[src/rtl/dp_link_pkg.sv]
`default_nettype none
// ============================================================================
// Package     : dp_link_pkg
// Description : Shared link-symbol constants and idle-scheduler state
//               encoding for the DP single-lane symbol path.
// Revision    : 1.0 - initial release
// ============================================================================
package dp_link_pkg;

  // Link control / data symbols shared with the SR insertion stage
  localparam logic [7:0] BS    = 8'hBC;
  localparam logic [7:0] BF    = 8'hBD;
  localparam logic [7:0] SR    = 8'h0F;
  localparam logic [7:0] DUMMY = 8'h00;

  // Idle scheduler states
  typedef enum logic [2:0] {
    ST_OFF   = 3'd0,
    ST_BS1   = 3'd1,
    ST_BF1   = 3'd2,
    ST_BF2   = 3'd3,
    ST_BS2   = 3'd4,
    ST_DUMMY = 3'd5,
    ST_VIDEO = 3'd6
  } sched_state_t;

  // True for the states that make up the idle pattern (BS1..DUMMY)
  function automatic logic is_idle_state(input sched_state_t s);
    logic idle;
    idle = 1'b0;
    case (s)
      ST_BS1, ST_BF1, ST_BF2, ST_BS2, ST_DUMMY: idle = 1'b1;
      default:                                  idle = 1'b0;
    endcase
    return idle;
  endfunction

  // Symbol emitted for a non-video state
  function automatic logic [7:0] idle_symbol(input sched_state_t s);
    logic [7:0] sym;
    sym = DUMMY;
    case (s)
      ST_BS1, ST_BS2: sym = BS;
      ST_BF1, ST_BF2: sym = BF;
      default:        sym = DUMMY;
    endcase
    return sym;
  endfunction

  // Control-symbol flag for a non-video state: set only on BS/BF symbols
  function automatic logic idle_flag(input sched_state_t s);
    logic flag;
    flag = 1'b0;
    case (s)
      ST_BS1, ST_BF1, ST_BF2, ST_BS2: flag = 1'b1;
      default:                        flag = 1'b0;
    endcase
    return flag;
  endfunction

endpackage
`default_nettype wire

[src/rtl/idle_stream_scheduler.sv]
`default_nettype none
// ============================================================================
// Module      : idle_stream_scheduler
// Description : Single-lane link-symbol source. Emits the BS-BF-BF-BS idle
//               pattern every IDLE_PERIOD symbols with dummy data between,
//               and lends the link to the video source via req/grant.
// Revision    : 1.0 - initial release
// ============================================================================
module idle_stream_scheduler
  import dp_link_pkg::*;
#(
  parameter int IDLE_PERIOD = 8192,
  parameter int CNT_W       = $clog2(IDLE_PERIOD)
) (
  input  logic       clk,
  input  logic       rst_n,
  input  logic       cfg_enable,
  input  logic       vid_req,
  input  logic       vid_control_sym_flag,
  input  logic [7:0] vid_symbols,
  output logic       vid_grant,
  output logic       idle_active,
  output logic       mux_control_sym_flag,
  output logic [7:0] mux_idle_stream_symbols
);

  localparam logic [CNT_W-1:0] LAST_CNT = CNT_W'(IDLE_PERIOD - 1);

  sched_state_t     state;
  sched_state_t     next_state;
  logic [CNT_W-1:0] period_cnt;
  logic [CNT_W-1:0] next_cnt;
  logic             period_done;

  // The counter holds the symbol index within the current idle period:
  // 0 while BS1 is current, then 1, 2, 3 ... through BF1, BF2, BS2 and DUMMY.
  // The last DUMMY of a period therefore sees IDLE_PERIOD-1, which makes
  // consecutive BS1 starts exactly IDLE_PERIOD cycles apart.
  assign period_done = (period_cnt == LAST_CNT);

  // Next-state selection; a started BS sequence always runs to BS2
  always_comb begin
    next_state = state;
    case (state)
      ST_OFF:   if (cfg_enable) next_state = ST_BS1;
      ST_BS1:   next_state = ST_BF1;
      ST_BF1:   next_state = ST_BF2;
      ST_BF2:   next_state = ST_BS2;
      ST_BS2:   next_state = cfg_enable ? ST_DUMMY : ST_OFF;
      ST_DUMMY: begin
        // Period expiry outranks a pending video request
        if (!cfg_enable)     next_state = ST_OFF;
        else if (period_done) next_state = ST_BS1;
        else if (vid_req)     next_state = ST_VIDEO;
        else                  next_state = ST_DUMMY;
      end
      ST_VIDEO: if (!vid_req || !cfg_enable) next_state = ST_BS1;
      default:  next_state = ST_OFF;
    endcase
  end

  // Period counter update: cleared on entry to BS1, advanced on entry to
  // BF1..DUMMY, held otherwise so it can never wrap
  always_comb begin
    next_cnt = period_cnt;
    case (next_state)
      ST_BS1:                             next_cnt = '0;
      ST_BF1, ST_BF2, ST_BS2, ST_DUMMY:   next_cnt = period_cnt + CNT_W'(1);
      default:                            next_cnt = period_cnt;
    endcase
  end

  // State, counter and the output register stage driven from the current state
  always_ff @(posedge clk or negedge rst_n) begin
    if (!rst_n) begin
      state                   <= ST_OFF;
      period_cnt              <= '0;
      vid_grant               <= 1'b0;
      idle_active             <= 1'b0;
      mux_control_sym_flag    <= 1'b0;
      mux_idle_stream_symbols <= 8'h00;
    end else begin
      state       <= next_state;
      period_cnt  <= next_cnt;
      vid_grant   <= (state == ST_VIDEO);
      idle_active <= is_idle_state(state);
      if (state == ST_VIDEO) begin
        mux_idle_stream_symbols <= vid_symbols;
        mux_control_sym_flag    <= vid_control_sym_flag;
      end else begin
        mux_idle_stream_symbols <= idle_symbol(state);
        mux_control_sym_flag    <= idle_flag(state);
      end
    end
  end

endmodule
`default_nettype wire

[config.mk]
export PLATFORM = sky130hd
export DESIGN_NAME = idle_stream_scheduler
export DESIGN_NICKNAME = d
export VERILOG_FILES = /design/src/rtl/dp_link_pkg.sv /design/src/rtl/idle_stream_scheduler.sv
export SDC_FILE = /design/constraint.sdc
export NUM_CORES = 1
export LEC_CHECK = 0
export ABC_AREA = 1
export BUFFER_PORTS_ARGS = -buffer_cell sky130_fd_sc_hd__buf_2
export CORE_ASPECT_RATIO = 1.4
export CORE_MARGIN = 5
export CORE_UTILIZATION = 25
export DETAILED_ROUTE_END_ITERATION = 16
export GPL_ROUTABILITY_DRIVEN = 0
export PLACE_DENSITY = 0.39
export SKIP_LAST_GASP = 1
export SYNTH_ARGS = -nofsm -noshare
export SYNTH_HDL_FRONTEND = slang
export SYNTH_SLANG_ARGS = --single-unit
[constraint.sdc]
create_clock -name clk -period 5 [get_ports clk]
set_clock_uncertainty 0.05 [all_clocks]
set_input_delay 1.5 -clock clk [delete_from_list [all_inputs] [get_ports clk]]
set_output_delay 1.5 -clock clk [all_outputs]
set_load 0.1 [all_outputs]
# Word-level counts from Yosys, hierarchy flattened
# Cells that the tools add are included.
# totals
out_inout_bits,11
in_bits,13
register_bits,27
wordCells,42
# op_classes
reduce_logical,10
n_eq_ne,12
addsub,1
n_mux,13
# ops
op,count
$pmux W13 S2,1
$pmux W3 S7,1
$pmux W8 S2,1
$eq A3 B3 Y1 const B,5
$mux W3,5
$add A13 B1 Y13 const B,1
$eq A13 B13 Y1 const B,1
$eq A3 B2 Y1 const B,4
$mux W8,1
$reduce_or A4 Y1,2
$eq A3 B1 Y1 const B,2
$reduce_or A5 Y1,1
$reduce_or A2 Y1,2
$logic_not A3 Y1,1
$mux W1,3
$logic_not A1 Y1,2
$mux W2,1
$reduce_bool A2 Y1,1
$logic_or A1 B1 Y1,1

# Longest topological paths before layout
# Gate-level depths: netlist of run 1.
# depth
word_depth,7
depth_mapped,14
depth_no_buf,13

# Worst setup path after synthesis of run 1
# No wires, ideal clock.
# synth_timing
kind,input to register
startpoint,in cfg_enable
endpoint,reg period_cnt[7]
setup_ns,0.117
required_time_ns,4.833
slack_ns,2.501
stages,10
n_path_buf,1
t_arrival_ns,2.331
path_cell_list,nand2_1 -> nor2_1 -> nand2_1 -> nand3_1 -> a21oi_4 -> nor2_2 -> nor2_4 -> buf_6 -> nand3_1 -> nand2_1
# synth_between
elab_chain_len,7
# synth_rtl
element,line,rtl
from (decl),idle_stream_scheduler.sv:17,"input logic cfg_enable,"
$logic_not A1 Y1,idle_stream_scheduler.sv:57,ST_VIDEO: if (!vid_req || !cfg_enable) next_state = ST_BS1;
$logic_or A1 B1 Y1,idle_stream_scheduler.sv:57,
$mux W3,idle_stream_scheduler.sv:57,
$pmux W3 S7 (*),idle_stream_scheduler.sv:44,case (state)
$eq A3 B2 Y1 or $eq A3 B3 Y1 (tied branches),idle_stream_scheduler.sv:66,case (next_state)
$reduce_or A4 Y1,idle_stream_scheduler.sv:66,
$pmux W13 S2 or $reduce_bool A2 Y1 (tied branches),-,
to (signal assigned),idle_stream_scheduler.sv:84,period_cnt <= next_cnt;
to (decl),idle_stream_scheduler.sv:31,logic [CNT_W-1:0] period_cnt;
# Every way passes the cells marked *; elsewhere a longest branch is shown, timed or not.
# A chain may end at the register's enable or synchronous reset.

# Final worst setup path of run 1
# layout_timing
startpoint,reg idle_active
endpoint,out idle_active
# layout_rtl
element,line,rtl
from (decl),idle_stream_scheduler.sv:22,"output logic idle_active,"
from (signal assigned),idle_stream_scheduler.sv:86,idle_active <= is_idle_state(state);
# No word-level cell between the ends.

==> results of run 1 <==
## kinds of logic after synthesis
| logic type | after synthesis | share of synthesized area |
|---|---|---|
| AOI/OAI and AO/OA | 6 | 0.03779 |
| xor gates and xnor gates | 6 | 0.03871 |
| adders and majority gates | 1 | 0.009215 |
| buffers and inverters | 22 | 0.07005 |
| DFF | 27 | 0.4977 |
| and+or+nand+nor | 107 | 0.3466 |
## registers in the layout, indices dropped and copies added, names as in the netlist
register,cells
idle_active,1
mux_control_sym_flag,1
mux_idle_stream_symbols,8
period_cnt,13
state,3
vid_grant,1
## placed cells by master (no fill, tap or decap)
cell type | Yosys | layout
nand2_2 | 2 | 2
a21oi_1 | 2 | 2
nor2_1 | 11 | 11
o21ai_0 | 1 | 1
or2_0 | 1 | 1
ha_1 | 1 | 1
clkinvlp_4 | 0 | 1
clkbuf_8 | 0 | 3
xor2_1 | 4 | 4
a21oi_4 | 1 | 1
or2_2 | 2 | 2
o21bai_2 | 1 | 1
nor2_4 | 1 | 1
nor3b_1 | 1 | 1
inv_1 | 19 | 19
xnor2_1 | 2 | 2
nor3_1 | 1 | 1
nand3_1 | 27 | 27
dfrtp_1 | 27 | 27
o41ai_1 | 1 | 1
nand4_1 | 1 | 1
nor2_2 | 3 | 3
buf_2 | 1 | 23
nand2_1 | 57 | 57
## power groups by stage
stage | clock (mW) | combinational [mW] | sequential (mW)
6_report | 0.133 | 0.643 | 0.320
3_3_place_gp | 0 | 0.649 | 0.321
4_1_cts | 0.140 | 0.656 | 0.320
5_1_grt | 0.151 | 0.703 | 0.329
3_5_place_dp | 0 | 0.657 | 0.322
2_1_floorplan | 0 | 0.296 | 0.576
## cell type report
| cell class | count | area (µm²) |
|---|---|---|
| Clock buffer | 3 | 41.29 |
| Sequential cell | 27 | 675.6 |
| Clock inverter | 1 | 7.507 |
| Fill cell | 575 | 3656 |
| Multi-Input combinational cell | 120 | 586.8 |
| Inverter | 19 | 71.32 |
| Tap cell | 66 | 82.58 |
| Timing Repair Buffer | 23 | 115.1 |
## routing by layer
layer	track usage	wire length, µm	up-vias
li1	-	-	576
met1	0.1155	1332	533
met2	0.1614	1566	30
met3	0.02588	190	5
met4	0.03473	42	0
met5	0	0	-
## per-stage QoR
step	util	std cells	total power, mW	instance area, µm²	hold WS (ns)
2_1_floorplan	-	169	0.8717	1358	0.4184
3_3_place_gp	0.2925	255	0.9708	1531	0.4358
3_5_place_dp	0.2925	255	0.9786	1531	0.4748
4_1_cts	0.3018	259	1.117	1580	0.4983
5_1_grt	0.3018	259	1.183	1580	0.5167
6_report	0.3018	259	1.096	1580	0.4933
## worst max-delay path by stage
stage	from	end	slack, ns	cells past startpoint
5_1_grt	cfg_enable	period_cnt[4]$_DFFE_PN0P_	2.26	9
6_report	idle_active$_DFF_PN0_	idle_active	2.38	1
3_5_place_dp	cfg_enable	period_cnt[0]$_DFFE_PN0P_	2.12	9
3_3_place_gp	cfg_enable	period_cnt[0]$_DFFE_PN0P_	2.12	9
2_1_floorplan	cfg_enable	period_cnt[7]$_DFFE_PN0P_	2.50	10
4_1_cts	idle_active$_DFF_PN0_	idle_active	2.37	1
==> results.md, run 1 <==
* Worst R2R End: period_cnt[12]$_DFFE_PN0P_
* Vias per cell at 4.417
* CP Cell Sequence: buf_2
* Die area at 7025 µm²
* Number of synthesized flops with an enable pin at 0
* Peak supply drop at 361.7 µV
* # rows at 31
* Post-synthesis cell area at 1358 µm²
* Resized Gates After CTS at 0
* Detailed-route via count at 1144
* Clock buffer depth at 2
* Cell internal pwr at 0.4637 mW
* FFs w/ async S/R, synth at 1.000
* Iter 0 DRT Violations at 22
* Total number of yosys warnings at 0
* Hold Path End: period_cnt[12]$_DFFE_PN0P_
* Sw frac at 0.5769
* DIE WIDTH at 72.28 µm
* Count leader, synth: nand2_1
* Final setup viols at 0
* CTS tree: yes
* Crit path buf inv count at 1
* Vias in the first global route at 1185
* Postcts setup bufs at 0
* Rel. slew slack at 0.4307
* CP required at 3.45 ns
* Hold path start: period_cnt[12]$_DFFE_PN0P_
* Gate Count Post-Synth at 169
* Count of buffers from port buffering at 23
* Layout cells sized above 1 at 0.1917
* Clock latency on the worst-skew pair at 0.28 ns
* Critical Path Slowest Stage Cell: buf_2
* Post-synth top cells: nand2_1 (57), dfrtp_1 (27), nand3_1 (27), inv_1 (19), nor2_1 (11)
* Signal arrival time at the worst endpoint at 1.07 ns
* CTS root buf: clkbuf_8
* Sequential element share of the synthesized area at 0.4977
* Setup_tns at 0 ns
* Remaining global-route overflow at 0
* Average size of a mapped cell at 8.033 µm²
* R2R Setup Slk at 2.90 ns
* Largest cells by area after synthesis: dfrtp_1 (50%), nand2_1 (16%), nand3_1 (10%)
* Dpl ws at 2.123 ns
* Mapped Nets at 183
* Nets at 208
* Area Overhead vs Synth at 16.41%
* Ports at 24
* Top FF cell, synth: dfrtp_1
* Hold depth at 2
* P_sw at 0.6323 mW
* Pins Over Slew Limit at 0
* Hold_buf cts at 0
* Final ANT Viol Nets at 0
* Clock transition at path regs at 0.10 ns
* Startpoint Class: register
* Crit. End Element: output port
* Power per cell area at 693.6 nW/µm²
* Comb power frac at 0.587
* Diodes inserted at 0
* Max Cap Viol at 0
* Final worst-path cycle share at 0.5242
* Residual DRC at 0
* Area share of the leading cell type in the synthesized netlist at 0.4977
* Setup CP Type: register to output port
* Hold Path Class: register to register
* Clock power frac at 0.121
* WL per Instance at 12.09 µm
* Netlist cell types at 24
* Worst Path Max Fanout at 1
* Global Route Usage Sum at 0.09634
* Fin. Hold Viols at 0
* Yosys top cell by area: dfrtp_1
* R2r startpoint: period_cnt[0]$_DFFE_PN0P_
* Status: complete, no violations
* First-pass GRT wire length at 5.457 mm
* CTS sink count at 27
* Die height at 97.19 µm
* Setup ws final at 2.379 ns
* Min Tclk post-route at 2.621 ns
* Reg power frac at 0.292
* Htree depth at 1
* First-pass DRT Iterations at 5
* Worst-margin pin slew at 0.8521 ns
* Delay of the slowest critical-path stage at 0.43 ns
* RSZ-0062 raised after global routing: no
* Fmax at 0.3815 GHz
* Largest net degree at the start of global routing at 28
* Initial Utilization at 0.2593
* Worst reg-to-reg path cell count at 12
* Dpl hpwl at 2.358 mm
* Leak pwr at 0.8613 nW
* Inserted Clock Buffers at 3
* Crit path max-delay family: buffers and inverters
* Total Wirelength at 3.131 mm
* FF+latch count, synth at 27
* Initial antenna violation count at 0
* Core area at 5236 µm²
Note: power is estimated with default switching activity, not from simulation.
==> run 2: changes to the inputs <==
--- a/config.mk
+++ b/config.mk
@@ -5,14 +5,14 @@
 export SDC_FILE = /design/constraint.sdc
 export NUM_CORES = 1
 export LEC_CHECK = 0
-export ABC_AREA = 1
+export ABC_AREA = 0
 export BUFFER_PORTS_ARGS = -buffer_cell sky130_fd_sc_hd__buf_2
 export CORE_ASPECT_RATIO = 1.4
 export CORE_MARGIN = 5
 export CORE_UTILIZATION = 25
 export DETAILED_ROUTE_END_ITERATION = 16
 export GPL_ROUTABILITY_DRIVEN = 0
-export PLACE_DENSITY = 0.39
+export PLACE_DENSITY = 0.4
 export SKIP_LAST_GASP = 1
 export SYNTH_ARGS = -nofsm -noshare
 export SYNTH_HDL_FRONTEND = slang
==> constraint.sdc (replaced) <==
create_clock -name clk -period 2.3 [get_ports clk]
set_clock_uncertainty 0.05 [all_clocks]
set_input_delay 0.69 -clock clk [delete_from_list [all_inputs] [get_ports clk]]
set_output_delay 0.69 -clock clk [all_outputs]
set_load 0.1 [all_outputs]
==> results.md, run 2 <==
* Status: complete, no violations
* Remaining global-route overflow at 0 (unchanged)
* FF+latch count, synth at 27 (unchanged)
* RSZ-0062 raised after global routing: no
* Worst Path Max Fanout at 6 (+5)
* CP required at 2.42 ns (-1.03 ns)
* Iter 0 DRT Violations at 79 (+260%)
* Worst Setup EP: period_cnt[3]$_DFFE_PN0P_
* Largest net degree at the start of global routing at 28 (unchanged)
* Core area at 5236 µm² (unchanged)
* Residual DRC at 0 (unchanged)
* Worst R2R End: period_cnt[3]$_DFFE_PN0P_
* Layout cells sized above 1 at 0.2222 (+0.03051)
* # rows at 31 (unchanged)
* Setup CP Type: register to register
* Final setup viols at 0 (unchanged)
* Area Overhead vs Synth at 19.63%
* Crit path depth at 6 (+5)
* CP Cell Sequence: ha_1, nand4_2, nor4_4, nor2_1, or2_1, a221o_1
* CTS sink count at 27 (unchanged)
* Hold Path Class: input port to asynchronous set/reset pin
* Biggest register: period_cnt
* Count of buffers from port buffering at 23 (unchanged)
* Most common cell after layout, fill and taps aside: dfrtp_1
* Ports at 24 (unchanged)
* Fmax at 0.4881 GHz
* WL per Instance at 13.60 µm (+13%)
* Netlist cell types at 32 (+33%)
* Clock transition at path regs at 0.09 ns (about the same)
* Postcts setup bufs at 0 (unchanged)
* CTS tree: yes
* Clock buffer depth at 2 (unchanged)
* Nets at 186 (-11%)
* Max Cap Viol at 0 (unchanged)
* WL met3 at 180 µm (-5.3%)
* Total number of yosys warnings at 0 (unchanged)
* Count leader, synth: dfrtp_1
* First-pass GRT wire length at 5.789 mm (+6.1%)
* Final ANT Viol Nets at 0 (unchanged)
* Diodes inserted at 0 (unchanged)
* Max reg flops at 13 (unchanged)
* Power Total at 2.469 mW (+130%)
* Fin. Hold Viols at 0 (unchanged)
* Delay of the slowest critical-path stage at 0.42 ns (about the same)
* Crit. End Element: register
* Sequential element share of the synthesized area at 0.4954 (-0.002283)
* Initial Utilization at 0.2605 (+0.001195)
* Min Tclk post-route at 2.049 ns
* Signal arrival time at the worst endpoint at 2.17 ns (+1.10 ns)
* Top sig layer: met4
* Crit path buf inv count at 0 (-1)
* Detailed-route via count at 1145 (+0.087%)
* CP startpoint: period_cnt[0]$_DFFE_PN0P_
* Initial antenna violation count at 0 (unchanged)
* Yosys top cell by area: dfrtp_1
* Mapped Nets at 159 (-13%)
* Largest registers: period_cnt (13), mux_idle_stream_symbols (8), state (3)
* Dpl hpwl at 2.395 mm (+1.6%)
* Global Route Usage Sum at 0.1022 (+0.005881)
* Pins Over Slew Limit at 0 (unchanged)
* Number of synthesized flops with an enable pin at 0 (unchanged)
* Critical Path Slowest Stage Cell: dfrtp_1
* Leak pwr at 0.8222 nW (-4.5%)
* Rel. slew slack at 0.5829 (+0.1522)
* First-pass DRT Iterations at 4 (-1)
* Peak supply drop at 744.7 µV (+110%)
* FFs w/ async S/R, synth at 1.000 (unchanged)
* R2R Setup Slk at 0.25 ns (-2.65 ns)
* Gate Count Post-Synth at 145 (-14%)
* Final worst-path cycle share at 0.8909
* Post-Route Utilization at 0.3116 (+0.009797)
* Total Wirelength at 3.224 mm (+3.0%)
* Vias in the first global route at 1226 (+3.5%)
* Area share of the leading cell type in the synthesized netlist at 0.4954 (-0.002283)
* Inserted Clock Buffers at 3 (unchanged)
* M1 WL at 1.389 mm (+4.3%)
* Setup_tns at 0 ns (unchanged)
* Average size of a mapped cell at 9.406 µm² (+17%)
* Die height at 97.39 µm (+0.21%)
* Top FF cell, synth: dfrtp_1
* Clock latency on the worst-skew pair at 0.27 ns (about the same)
* WL met2 at 1.599 mm (+2.1%)
* Vias per cell at 4.831 (+9.4%)
* Power per cell area at 1513 nW/µm² (+120%)
* Largest cells by area after synthesis: dfrtp_1 (50%), a21oi_1 (5.1%), a21o_1 (3.9%)
* Commonest cells after routing, fill and taps aside: dfrtp_1 (27), buf_2 (23), a21oi_1 (14), nor2_1 (13), nand2_1 (11)
* Worst-margin pin slew at 0.6256 ns (-0.2265 ns)
* CTS root buf: clkbuf_8
* Worst reg-to-reg path cell count at 6 (-6)
* DIE WIDTH at 72.42 µm (+0.19%)
* Die area at 7053 µm² (+0.40%)
* R2r startpoint: period_cnt[0]$_DFFE_PN0P_
* Htree depth at 1 (unchanged)
* Crit path max-delay family: simple AND/OR/NAND/NOR gates
* Post-synthesis cell area at 1364 µm² (+0.46%)
* Post-synth top cells: dfrtp_1 (27), a21oi_1 (14), nor2_1 (13), nand2_1 (11), inv_1 (9)
* Hold_buf cts at 0 (unchanged)
* Startpoint Class: register
==> run 2: cell count changes after synthesis, sizes merged, moves of 3 or more <==
cell | previous run | this run
a21oi | 3 | 14
and3 | 0 | 6
nand2 | 59 | 11
a31oi | 0 | 8
inv | 19 | 9
clkbuf | 0 | 7
nand2b | 0 | 3
xor2 | 4 | 0
nand3 | 27 | 8
o21ai | 1 | 5
a221o | 0 | 4
a21o | 0 | 7
==> run 2: power by group <==
part	internal (mW)	leakage (nW)	total [mW]	switching, mW
logic	0.393	0.455	1.45	1.05
registers	0.624	0.342	0.748	0.124
clock network	0.122	0.0255	0.276	0.154
==> run 2: per-stage QoR <==
stage / hold slack (ns) / cell area, µm² / setup slack, ns / instances
2_1_floorplan: 0.3444 / 1364 / 0.2107 / 145
3_3_place_gp: 0.4273 / 1585 / 0.1371 / 233
3_5_place_dp: 0.4484 / 1585 / 0.05655 / 233
4_1_cts: 0.4010 / 1632 / 0.04516 / 237
5_1_grt: 0.4275 / 1632 / 0.07024 / 237
6_report: 0.3696 / 1632 / 0.2510 / 237
==> run 2: logic make-up (layout without fill, tap and decap cells) <==
kind of cell / Yosys count / after routing / synth area share
AO/OA/AOI/OAI: 48 / 48 / 0.2413
XOR/XNOR: 1 / 1 / 0.006423
adder cells (fa/ha/maj): 1 / 1 / 0.009173
buffers and inverters: 18 / 44 / 0.05138
flip-flops: 27 / 27 / 0.4954
AND/OR/NAND/NOR: 50 / 50 / 0.1963
==> run 2: final cells by class <==
cell class | count | area, µm²
clock inverter | 1 | 5.005
timing repair buffer | 31 | 175.2
sequential | 27 | 675.6
multi-input combinational | 100 | 618.1
fill | 575 | 3605
inverter | 9 | 33.78
tap | 66 | 82.58
clock buffer | 3 | 41.29
==> run 2: routing by layer <==
layer / GRT usage / vias to the layer above
li1: - / 574
met1: 0.1241 / 542
met2: 0.1642 / 24
met3: 0.03209 / 5
met4: 0.04261 / 0
met5: 0 / -
==> run 2: repair_timing <==
action                                 4_1_cts  5_1_grt
resized for setup                            0        1
endpoints found under the hold margin        0        0
setup endpoints to repair                    0        5
==> run 2: worst min path at each step <==
stage                                           from  cells past startpoint                    endpoint  slack [ns]
after global routing                           rst_n                      1   period_cnt[9]$_DFFE_PN0P_        0.43
after global placement    period_cnt[12]$_DFFE_PN0P_                      1  period_cnt[12]$_DFFE_PN0P_        0.43
after floorplan                                rst_n                      0       idle_active$_DFF_PN0_        0.34
after detailed placement  period_cnt[12]$_DFFE_PN0P_                      1  period_cnt[12]$_DFFE_PN0P_        0.45
after CTS                                      rst_n                      1          state[0]$_DFF_PN0_        0.40
final                                          rst_n                      1   period_cnt[8]$_DFFE_PN0P_        0.37
==> run 3: changes to the inputs <==
--- a/config.mk
+++ b/config.mk
@@ -5,7 +5,7 @@
 export SDC_FILE = /design/constraint.sdc
 export NUM_CORES = 1
 export LEC_CHECK = 0
-export ABC_AREA = 0
+export ABC_AREA = 1
 export BUFFER_PORTS_ARGS = -buffer_cell sky130_fd_sc_hd__buf_2
 export CORE_ASPECT_RATIO = 1.4
 export CORE_MARGIN = 5
==> results.md, run 3 (synthesized netlist as in run 1, its figures left out) <==
* Status: complete, no violations
* Initial antenna violation count at 0 (unchanged)
* Global Route Usage Sum at 0.09402 (-0.008197)
* Nets at 211 (+13%)
* Count of buffers from port buffering at 23 (unchanged)
* Hold_buf cts at 0 (unchanged)
* Setup_tns at 0 ns (unchanged)
* CP Cell Sequence: ha_1, nand3_1, nor2_2, nand2_2, nand2_1, nand2_1, nand2_1, nand2_1, nand2_2, nand2_1, nand3_1, nand2_1
* Largest net degree at the start of global routing at 28 (unchanged)
* Ports at 24 (unchanged)
* Area Overhead vs Synth at 18.06%
* Crit path top cell by count: nand2_1
* Rel. slew slack at 0.5714 (-0.01157)
* Min Tclk post-route at 1.985 ns (-0.06424 ns)
* Signal arrival time at the worst endpoint at 2.11 ns (-0.06 ns)
* Cell internal pwr at 1.051 mW (-7.7%)
* Hold Worst Slack at 0.3755 ns (+0.005899 ns)
* CTS sink count at 27 (unchanged)
* Layout cells sized above 1 at 0.2041 (-0.01814)
* Residual DRC at 0 (unchanged)
* Final worst-path cycle share at 0.8629 (-0.02793)
* Largest registers: period_cnt (13), mux_idle_stream_symbols (8), state (3)
* Htree depth at 1 (unchanged)
* Power per cell area at 1510 nW/µm² (-0.19%)
* Startpoint Class: register
* Core area at 5236 µm² (unchanged)
* Commonest cells after routing, fill and taps aside: nand2_1 (57), nand3_1 (27), dfrtp_1 (27), buf_2 (23), inv_1 (19)
* Leak pwr at 0.8751 nW (+6.4%)
* Vias per cell at 4.344 (-10%)
* Power Total at 2.421 mW (-1.9%)
* Sw frac at 0.5660 (+0.02706)
* Clock transition at path regs at 0.10 ns (about the same)
* Comb power frac at 0.597 (+0.012)
* Die height at 97.19 µm (-0.21%)
* Biggest register: period_cnt
* RSZ-0062 raised after global routing: no
* Clock power frac at 0.116 (+0.004)
* Remaining global-route overflow at 0 (unchanged)
* Crit path buf inv count at 0 (unchanged)
* Crit. End Element: register
* Die area at 7025 µm² (-0.40%)
* Fin. Hold Viols at 0 (unchanged)
* Filler instances at 596 (+3.7%)
* Clock buffer depth at 2 (unchanged)
* Critical Path Slowest Stage Cell: dfrtp_1
* Peak supply drop at 970.5 µV (+30%)
* Design area at 1603 µm² (-1.8%)
* Iter 0 DRT Violations at 48 (-39%)
* Setup CP Type: register to register
* Total Wirelength at 2.992 mm (-7.2%)
* Setup ws final at 0.3153 ns (+0.06424 ns)
* R2r startpoint: period_cnt[0]$_DFFE_PN0P_
* Dpl hpwl at 2.254 mm (-5.9%)
* Clock latency on the worst-skew pair at 0.28 ns (about the same)
* Detailed-route via count at 1138 (-0.61%)
* Delay of the slowest critical-path stage at 0.40 ns (-0.02 ns)
* CTS tree: yes
* WL per Instance at 11.42 µm (-16%)
* Pins Over Slew Limit at 0 (unchanged)
* Crit path max-delay family: simple AND/OR/NAND/NOR gates
* First-pass DRT Iterations at 4 (unchanged)
* P_sw at 1.370 mW (+3.0%)
* Resized Gates After CTS at 0 (unchanged)
* CP startpoint: period_cnt[0]$_DFFE_PN0P_
* Final ANT Viol Nets at 0 (unchanged)
* Most common cell after layout, fill and taps aside: nand2_1
* Diodes inserted at 0 (unchanged)
* Reg power frac at 0.287 (-0.016)
* Max reg flops at 13 (unchanged)
* First-pass GRT wire length at 5.326 mm (-8.0%)
* Worst Path Max Fanout at 13 (+7)
* CTS root buf: clkbuf_8
* Hold Path Class: input port to asynchronous set/reset pin
* # rows at 31 (unchanged)
* Dpl ws at 0.2638 ns (+0.2072 ns)
* Worst-margin pin slew at 0.6430 ns (+0.01736 ns)
* Area post-placement at 1554 µm² (-2.0%)
* Initial Utilization at 0.2593 (-0.001195)
* Max Cap Viol at 0 (unchanged)
* DIE WIDTH at 72.28 µm (-0.19%)
* Postcts setup bufs at 0 (unchanged)
* Vias in the first global route at 1230 (+0.33%)
* Fmax at 0.5038 GHz (+3.2%)
* Final setup viols at 0 (unchanged)
* CP required at 2.43 ns (about the same)
* Inserted Clock Buffers at 3 (unchanged)
run 3: worst paths after layout:
kind | endpoint | cells after the start | slack (ns)
worst max-delay path | period_cnt[1]$_DFFE_PN0P_ | 12 | 0.32
worst min-delay path | period_cnt[5]$_DFFE_PN0P_ | 1 | 0.38
worst max register to register | period_cnt[1]$_DFFE_PN0P_ | 12 | 0.32
worst min register to register | period_cnt[12]$_DFFE_PN0P_ | 2 | 0.47
max in group asynchronous | period_cnt[9]$_DFFE_PN0P_ | 1 | 1.41
min in group clk | period_cnt[12]$_DFFE_PN0P_ | 2 | 0.47
run 3: stage by stage:
stage / instances / util
global route: 262 / 0.3061
finish: 262 / 0.3061
global placement: 258 / 0.2968
CTS: 262 / 0.3061
floorplan: 169 / -
detailed placement: 258 / 0.2968
run 3: power by group through the flow:
stage / Sequential, mW / Clock (mW) / Combinational, mW
finish: 0.695 / 0.280 / 1.45
detailed placement: 0.697 / 0 / 1.47
global placement: 0.703 / 0 / 1.45
floorplan: 1.25 / 0 / 0.643
global route: 0.709 / 0.318 / 1.58
CTS: 0.695 / 0.296 / 1.47
run 3: final cells by class:
| cell class | instances | area (µm²) | share of cell area |
|---|---|---|---|
| Sequential cell | 27 | 675.6 | 0.4215 |
| Multi-Input combinational cell | 120 | 586.8 | 0.3661 |
| Timing Repair Buffer | 26 | 137.6 | 0.08587 |
| Tap cell | 66 | 82.58 | 0.05152 |
| Inverter | 19 | 71.32 | 0.04450 |
| Clock buffer | 3 | 41.29 | 0.02576 |
| Clock inverter | 1 | 7.507 | 0.004684 |
run 3: metal layers:
metal  track usage  part of all wire  vias up
met1        0.1130              0.45      531
li1              -                 -      579
met3       0.02484             0.055        5
met4       0.03473             0.016        0
met5             0                 0        -
met2        0.1572              0.48       23
